--- config.mk ---
export PLATFORM = sky130hd
export DESIGN_NAME = cardinal_dmem_flat
export DESIGN_NICKNAME = d
export VERILOG_FILES = /design/src/rtl/cardinal_dmem_if.sv /design/src/rtl/cardinal_dmem.sv /design/src/flat_wrapper.sv
export SDC_FILE = /design/constraint.sdc
export NUM_CORES = 2
export LEC_CHECK = 0
export CORE_MARGIN = 2
export CORE_UTILIZATION = 56
export CTS_CLUSTER_DIAMETER = 80
export DETAILED_ROUTE_END_ITERATION = 12
export PLACE_DENSITY_LB_ADDON = 0.08
export SLEW_MARGIN = 20
export SYNTH_ARGS = -nofsm -noshare
export SYNTH_HDL_FRONTEND = slang
export SYNTH_SLANG_ARGS = --single-unit
--- constraint.sdc ---
create_clock -name clk -period 8.2 [get_ports clk]
set_input_delay 1.64 -clock clk [delete_from_list [all_inputs] [get_ports clk]]
set_output_delay 1.64 -clock clk [all_outputs]
set_load 0.01 [all_outputs]
--- src/rtl/cardinal_dmem_if.sv ---
// Core <-> data-memory request/response bus for cardinal_dmem.
// Every vector is big-endian: bit [0] is the MSB.
interface cardinal_dmem_if;
    logic        mem_en;
    logic        mem_wr_en;
    logic [0:31] mem_addr;
    logic [0:63] wr_data;
    logic [0:63] rd_data;

    modport master (output mem_en, mem_wr_en, mem_addr, wr_data, input rd_data);
    modport slave  (input mem_en, mem_wr_en, mem_addr, wr_data, output rd_data);
endinterface

--- src/rtl/cardinal_dmem.sv ---
// Data memory for the cardinal core: 1-cycle registered loads, self-clear after reset, sticky address
// error, saturating access counters. Define DMEM_PARITY_EN for per-byte even parity with error injection.
module cardinal_dmem #(
    parameter int ADDR_W = 6,
    parameter int CNT_W  = 16
) (
    input  logic             clk,
    input  logic             reset,
    cardinal_dmem_if.slave   bus,
`ifdef DMEM_PARITY_EN
    input  logic             par_inject,
`endif
    output logic             init_busy,
    output logic             addr_err,
    output logic [0:CNT_W-1] rd_cnt,
    output logic [0:CNT_W-1] wr_cnt,
    output logic             par_err
);

    localparam int DEPTH = 2 ** ADDR_W;
`ifdef DMEM_PARITY_EN
    localparam int WORD_W = 72;
`else
    localparam int WORD_W = 64;
`endif

    typedef enum logic {CLEAR, READY} state_e;

    state_e            state_q, state_d;
    logic [ADDR_W-1:0] clr_idx_q, clr_idx_d;
    logic [0:63]       rd_data_q, rd_data_d;
    logic              init_busy_q, init_busy_d;
    logic              addr_err_q, addr_err_d;
    logic [0:CNT_W-1]  rd_cnt_q, rd_cnt_d;
    logic [0:CNT_W-1]  wr_cnt_q, wr_cnt_d;
`ifdef DMEM_PARITY_EN
    logic              par_err_q, par_err_d;
`endif

    logic [0:WORD_W-1] mem [DEPTH];
    logic              mem_we;
    logic [ADDR_W-1:0] mem_widx;
    logic [0:WORD_W-1] mem_wdata;
    logic [0:WORD_W-1] rd_word;

    logic [ADDR_W-1:0] req_idx;
    logic              misaligned;
    logic              out_of_range;

    // Byte address -> word index; the low three bits select a byte and must be zero.
    assign req_idx      = bus.mem_addr[29-ADDR_W:28];
    assign misaligned   = |bus.mem_addr[29:31];
    assign out_of_range = |bus.mem_addr[0:28-ADDR_W];
    assign rd_word      = mem[req_idx];

`ifdef DMEM_PARITY_EN
    function automatic logic [0:7] byte_parity(input logic [0:63] d);
        logic [0:7] p;
        for (int b = 0; b < 8; b++) p[b] = ^d[8*b +: 8];
        return p;
    endfunction
`endif

    always_comb begin
        // NOTE: every signal gets a default first so no path through the case leaves one unassigned (no latches).
        state_d     = state_q;
        clr_idx_d   = clr_idx_q;
        rd_data_d   = rd_data_q;
        addr_err_d  = addr_err_q;
        rd_cnt_d    = rd_cnt_q;
        wr_cnt_d    = wr_cnt_q;
`ifdef DMEM_PARITY_EN
        par_err_d   = par_err_q;
`endif
        mem_we      = 1'b0;
        mem_widx    = req_idx;
        mem_wdata   = '0;

        case (state_q)
            CLEAR: begin
                mem_we    = 1'b1;
                mem_widx  = clr_idx_q;
                clr_idx_d = clr_idx_q + 1'b1;
                if (clr_idx_q == ADDR_W'(DEPTH - 1)) state_d = READY;
            end
            READY: begin
                if (bus.mem_en) begin
                    if (misaligned || out_of_range) begin
                        addr_err_d = 1'b1;
                        if (!bus.mem_wr_en) rd_data_d = '0;
                    end else if (bus.mem_wr_en) begin
                        mem_we = 1'b1;
`ifdef DMEM_PARITY_EN
                        mem_wdata = {bus.wr_data, byte_parity(bus.wr_data) ^ {8{par_inject}}};
`else
                        mem_wdata = bus.wr_data;
`endif
                        if (~&wr_cnt_q) wr_cnt_d = wr_cnt_q + 1'b1;
                    end else begin
                        rd_data_d = rd_word[0:63];
                        if (~&rd_cnt_q) rd_cnt_d = rd_cnt_q + 1'b1;
`ifdef DMEM_PARITY_EN
                        if (byte_parity(rd_word[0:63]) != rd_word[64:71]) par_err_d = 1'b1;
`endif
                    end
                end
            end
            default: state_d = CLEAR;
        endcase

        init_busy_d = (state_d == CLEAR);
    end

    always_ff @(posedge clk) begin
        if (reset) begin
            state_q     <= CLEAR;
            clr_idx_q   <= '0;
            rd_data_q   <= '0;
            init_busy_q <= 1'b1;
            addr_err_q  <= 1'b0;
            rd_cnt_q    <= '0;
            wr_cnt_q    <= '0;
`ifdef DMEM_PARITY_EN
            par_err_q   <= 1'b0;
`endif
        end else begin
            state_q     <= state_d;
            clr_idx_q   <= clr_idx_d;
            rd_data_q   <= rd_data_d;
            init_busy_q <= init_busy_d;
            addr_err_q  <= addr_err_d;
            rd_cnt_q    <= rd_cnt_d;
            wr_cnt_q    <= wr_cnt_d;
`ifdef DMEM_PARITY_EN
            par_err_q   <= par_err_d;
`endif
        end
    end

    // NOTE: the array has no reset branch; the CLEAR sweep zeroes it, which keeps it mappable to RAM.
    always_ff @(posedge clk) begin
        if (mem_we && !reset) mem[mem_widx] <= mem_wdata;
    end

    assign bus.rd_data = rd_data_q;
    assign init_busy   = init_busy_q;
    assign addr_err    = addr_err_q;
    assign rd_cnt      = rd_cnt_q;
    assign wr_cnt      = wr_cnt_q;
`ifdef DMEM_PARITY_EN
    assign par_err     = par_err_q;
`else
    assign par_err     = 1'b0;
`endif

endmodule

--- src/flat_wrapper.sv ---
// flat-port wrapper written by rule: the top's interface ports become plain ports
module cardinal_dmem_flat 
#(
    parameter int ADDR_W = 6,
    parameter int CNT_W  = 16
)
  (clk, reset, init_busy, addr_err, rd_cnt, wr_cnt, par_err, bus_mem_en, bus_mem_wr_en, bus_mem_addr, bus_wr_data, bus_rd_data);
  cardinal_dmem_if bus_i ();
  input  logic clk;
  input  logic reset;
  output logic init_busy;
  output logic addr_err;
  output logic [0:CNT_W-1] rd_cnt;
  output logic [0:CNT_W-1] wr_cnt;
  output logic par_err;
  input wire logic [$bits(bus_i.mem_en)-1:0] bus_mem_en;
  input wire logic [$bits(bus_i.mem_wr_en)-1:0] bus_mem_wr_en;
  input wire logic [$bits(bus_i.mem_addr)-1:0] bus_mem_addr;
  input wire logic [$bits(bus_i.wr_data)-1:0] bus_wr_data;
  output wire logic [$bits(bus_i.rd_data)-1:0] bus_rd_data;
  assign bus_i.mem_en = bus_mem_en;
  assign bus_i.mem_wr_en = bus_mem_wr_en;
  assign bus_i.mem_addr = bus_mem_addr;
  assign bus_i.wr_data = bus_wr_data;
  assign bus_rd_data = bus_i.rd_data;
  cardinal_dmem #(.ADDR_W(ADDR_W), .CNT_W(CNT_W)) u_core (.clk(clk), .reset(reset), .bus(bus_i), .init_busy(init_busy), .addr_err(addr_err), .rd_cnt(rd_cnt), .wr_cnt(wr_cnt), .par_err(par_err));
endmodule
==> results.py <==
metrics = {
    "routing": {
        "via_per_inst": 6.798,
        "drc": 0,
        "drtIter0Drc": 12293,
        "wire_per_inst_um": 37.73,
        "antenna_left": 0,
        "vias": 83946,
        "wl_mm": 465.9,
        "firstDrtPassIters": 6,
    },
    "critical_path": {
        "end_kind": "register",
        "start_kind": "input port",
        "worstPathArrival_ns": 6.17,
        "cp_max_fo": 44,
        "critPathKind": "input port to register",
        "cp.required_ns": 8.79,
    },
    "clock_tree": {
        "root_buffer": "clkbuf_16",
        "cts_sinks": 4201,
        "hold_buffers": 0,
        "postCtsSetupBuffers": 0,
        "ctsResizeCount": 0,
        "cts_buffers": 415,
        "path_clk_slew_ns": 0.06,
        "clk_latency_ns": 0.97,
        "htreeDepth": 5,
        "cts_tree": "yes",
        "clk_path_buf_depth": 4,
    },
    "power_and_ir_drop": {
        "p_seq_share_pct": 53.4,
        "finalPower_uw": 43640,
        "p_per_area_mw_per_mm2": 239.0,
        "p_comb_share_pct": 2.9,
        "internal_power_uw": 34730,
        "p_clk_share_pct": 43.7,
        "switching_share_pct": 20.42,
        "vdd_drop_max_v": 0.0002484,
        "p_leak_uw": 0.06775,
        "netSwitchingPower_uw": 8908,
    },
    "layout": {
        "nNetsFinal": 8332,
        "drive_gt1_share_pct": 22.82,
        "final_cell_count_no_fill": 12348,
        "syn_to_final_growth_pct": 13.33,
    },
    "sta": {
        "worstMarginPinSlew_ns": 1.178,
        "final-hold-violation-count": 0,
        "fin_crit_ns": 5.585,
        "finalSetupTns_ns": 0,
        "relSlewSlack_pct": 21.02,
        "final_max_slew_viol_count": 0,
        "setup_viol": 0,
        "timing.final.crit_share_pct": 68.11,
        "max_freq_ghz": 0.1790,
        "rsz0062_at_grt": "no",
        "skew_ns": 0.04305,
    },
    "synth": {
        "synth_warnings": 0,
        "synth_common_cells": "edfxtp_1 (4096), mux4_2 (707), mux2i_1 (575)",
        "ys_seq_area_share_pct": 77.66,
        "syn_inst": 7818,
        "synth-edff-count": 4096,
        "async_reset_ff_share_pct": 0,
        "synth_nets": 7921,
        "yosysTopAreaCell": "edfxtp_1",
        "synth.most_common_cell": "edfxtp_1",
        "synth-seq-cells": 4201,
        "syn_area_mm2": 0.1611,
        "avgSynthCellArea_um2": 20.61,
        "ys.flop_type": "edfxtp_1",
        "netlist-cell-type-count": 59,
        "synthTopCellsByArea": "edfxtp_1 (76%), mux4_2 (9.9%), mux2i_1 (3.6%)",
        "synth_top_area_share_pct": 76.35,
    },
    "die": {
        "rows": 196,
        "die_w_um": 540.3,
        "initial_core_util_pct": 56.39,
        "die_h_um": 540.3,
        "die-area_mm2": 0.2920,
        "pin_count": 199,
        "core-area_mm2": 0.2857,
    },
    "placement": {
        "place_hpwl_mm": 257.5,
        "placedCellCount": 11574,
        "io_buffers": 197,
        "gp_congestion": 0.8847,
    },
    "min_path": {
        "min_path_type": "register to register",
    },
    "global_routing": {
        "grt_overflow_total": 0,
        "grtUsageTotal_pct": 31.79,
        "grt_pass1_wl_mm": 646.5,
        "grt_pass1_vias": 82560,
        "grt_max_degree": 121,
        "antenna_found_initial": 17,
    },
    "run_status": {
        "outcome": "completed",
    },
    "job": {
        "drv_cap": 0,
    },
}
## registers in the layout (all words and copies together), names as in the netlist
signal	cells
u_core.mem	4096
u_core.init_busy	1
u_core.rd_cnt	16
u_core.state_q	1
u_core.addr_err	1
u_core.bus.rd_data	64
u_core.clr_idx_q	6
u_core.wr_cnt	16
## area by class of cell
cell class                      count  area [um2]
Tap cell                         3762        4707
Inverter                           11       56.30
Clock inverter                    229        2245
Timing Repair Buffer              473        4471
Fill cell                       19271      103100
Clock buffer                      535       11370
Multi-Input combinational cell   3127       34590
Antenna cell                       10       25.02
Sequential cell                  4201      125100
## per-layer routing
| metal | GRT usage (%) | wire length, um |
|---|---|---|
| met4 | 9.764 | 15420 |
| met1 | 45.97 | 182500 |
| met5 | 0 | 27 |
| met2 | 49.62 | 220300 |
| met3 | 6.168 | 47690 |
## worst max-delay path, stage by stage
cell             delay [ns]
clkdlybuf4s50_1        0.42
nor4_1                 0.49
and4_1                 0.43
a41o_1                 0.45
nand4b_1               0.99
nor2_4                 1.17
buf_12                 0.46
## worst paths after layout
kind | cells after the start | slack, ns | start | to
setup / recovery | 7 | 2.61 | bus_mem_addr[11] | u_core.mem[49][6]$_DFFE_PP_
hold / removal | 1 | 0.47 | u_core.bus.rd_data[6]$_SDFFE_PP0P_ | u_core.bus.rd_data[6]$_SDFFE_PP0P_
setup reg to reg | 6 | 3.90 | u_core.state_q$_SDFF_PP0_ | u_core.mem[49][6]$_DFFE_PP_
hold reg to reg | 1 | 0.47 | u_core.bus.rd_data[6]$_SDFFE_PP0P_ | u_core.bus.rd_data[6]$_SDFFE_PP0P_
## power groups by stage
stage | Clock (uW) | Sequential, uW | Combinational [uW]
2_1_floorplan | 0 | 23700 | 757
3_3_place_gp | 0 | 23700 | 1280
3_5_place_dp | 0 | 23700 | 1280
4_1_cts | 19200 | 23300 | 1290
5_1_grt | 20000 | 23300 | 1330
6_report | 19100 | 23300 | 1280
## logic make-up (layout without fill, tap and decap cells)
logic type / after synthesis / after routing / share of synthesized area, %
other: 1 / 11 / 0.002328
AO/OA/AOI/OAI: 969 / 969 / 4.314
multiplexers: 1476 / 1476 / 14.81
adder cells (fa/ha/maj): 3 / 3 / 0.02330
flip-flops: 4201 / 4201 / 77.66
AND/OR/NAND/NOR: 673 / 673 / 1.891
buffers and inverters: 490 / 1248 / 1.271
XOR/XNOR: 5 / 5 / 0.02719
## through the flow
step	cell area [um2]	utilization, %	setup slack [ns]	hold WS (ns)
5_1_grt	182600	63.90	2.667	0.5006
3_3_place_gp	168900	59.10	1.802	0.4570
4_1_cts	182500	63.88	2.787	0.4746
2_1_floorplan	161100	-	0.1157	0.5047
6_report	182600	63.90	2.615	0.4727
3_5_place_dp	168900	59.11	1.763	0.4590
## layout by cell type (no fill, tap or decap), types with 13 or more instances in the layout
master / netlist / final
a32o_1: 64 / 64
a211oi_1: 64 / 64
clkinv_1: 0 / 75
and2_4: 0 / 26
o22ai_1: 65 / 65
edfxtp_1: 4096 / 4096
dfxtp_1: 105 / 105
buf_4: 4 / 244
nor2_4: 0 / 41
clkinvlp_4: 0 / 13
clkbuf_16: 0 / 425
clkinv_2: 0 / 81
a2bb2oi_1: 64 / 64
a32oi_1: 64 / 64
buf_12: 0 / 30
a21o_1: 63 / 63
clkbuf_1: 278 / 78
o21ai_0: 78 / 78
or4_1: 16 / 16
a22oi_1: 126 / 126
a31oi_1: 192 / 192
and2_2: 0 / 42
bufinv_16: 0 / 41
mux2i_1: 575 / 575
nor3_2: 0 / 24
nor2_1: 60 / 20
nand3_1: 19 / 19
clkdlybuf4s50_1: 0 / 192
clkbuf_8: 0 / 32
nand2_1: 408 / 407
o31ai_1: 16 / 16
a21oi_1: 93 / 93
a221oi_1: 63 / 63
mux4_2: 707 / 707
mux2_2: 194 / 194
No activity file was read; power rests on OpenSTA's default activity.
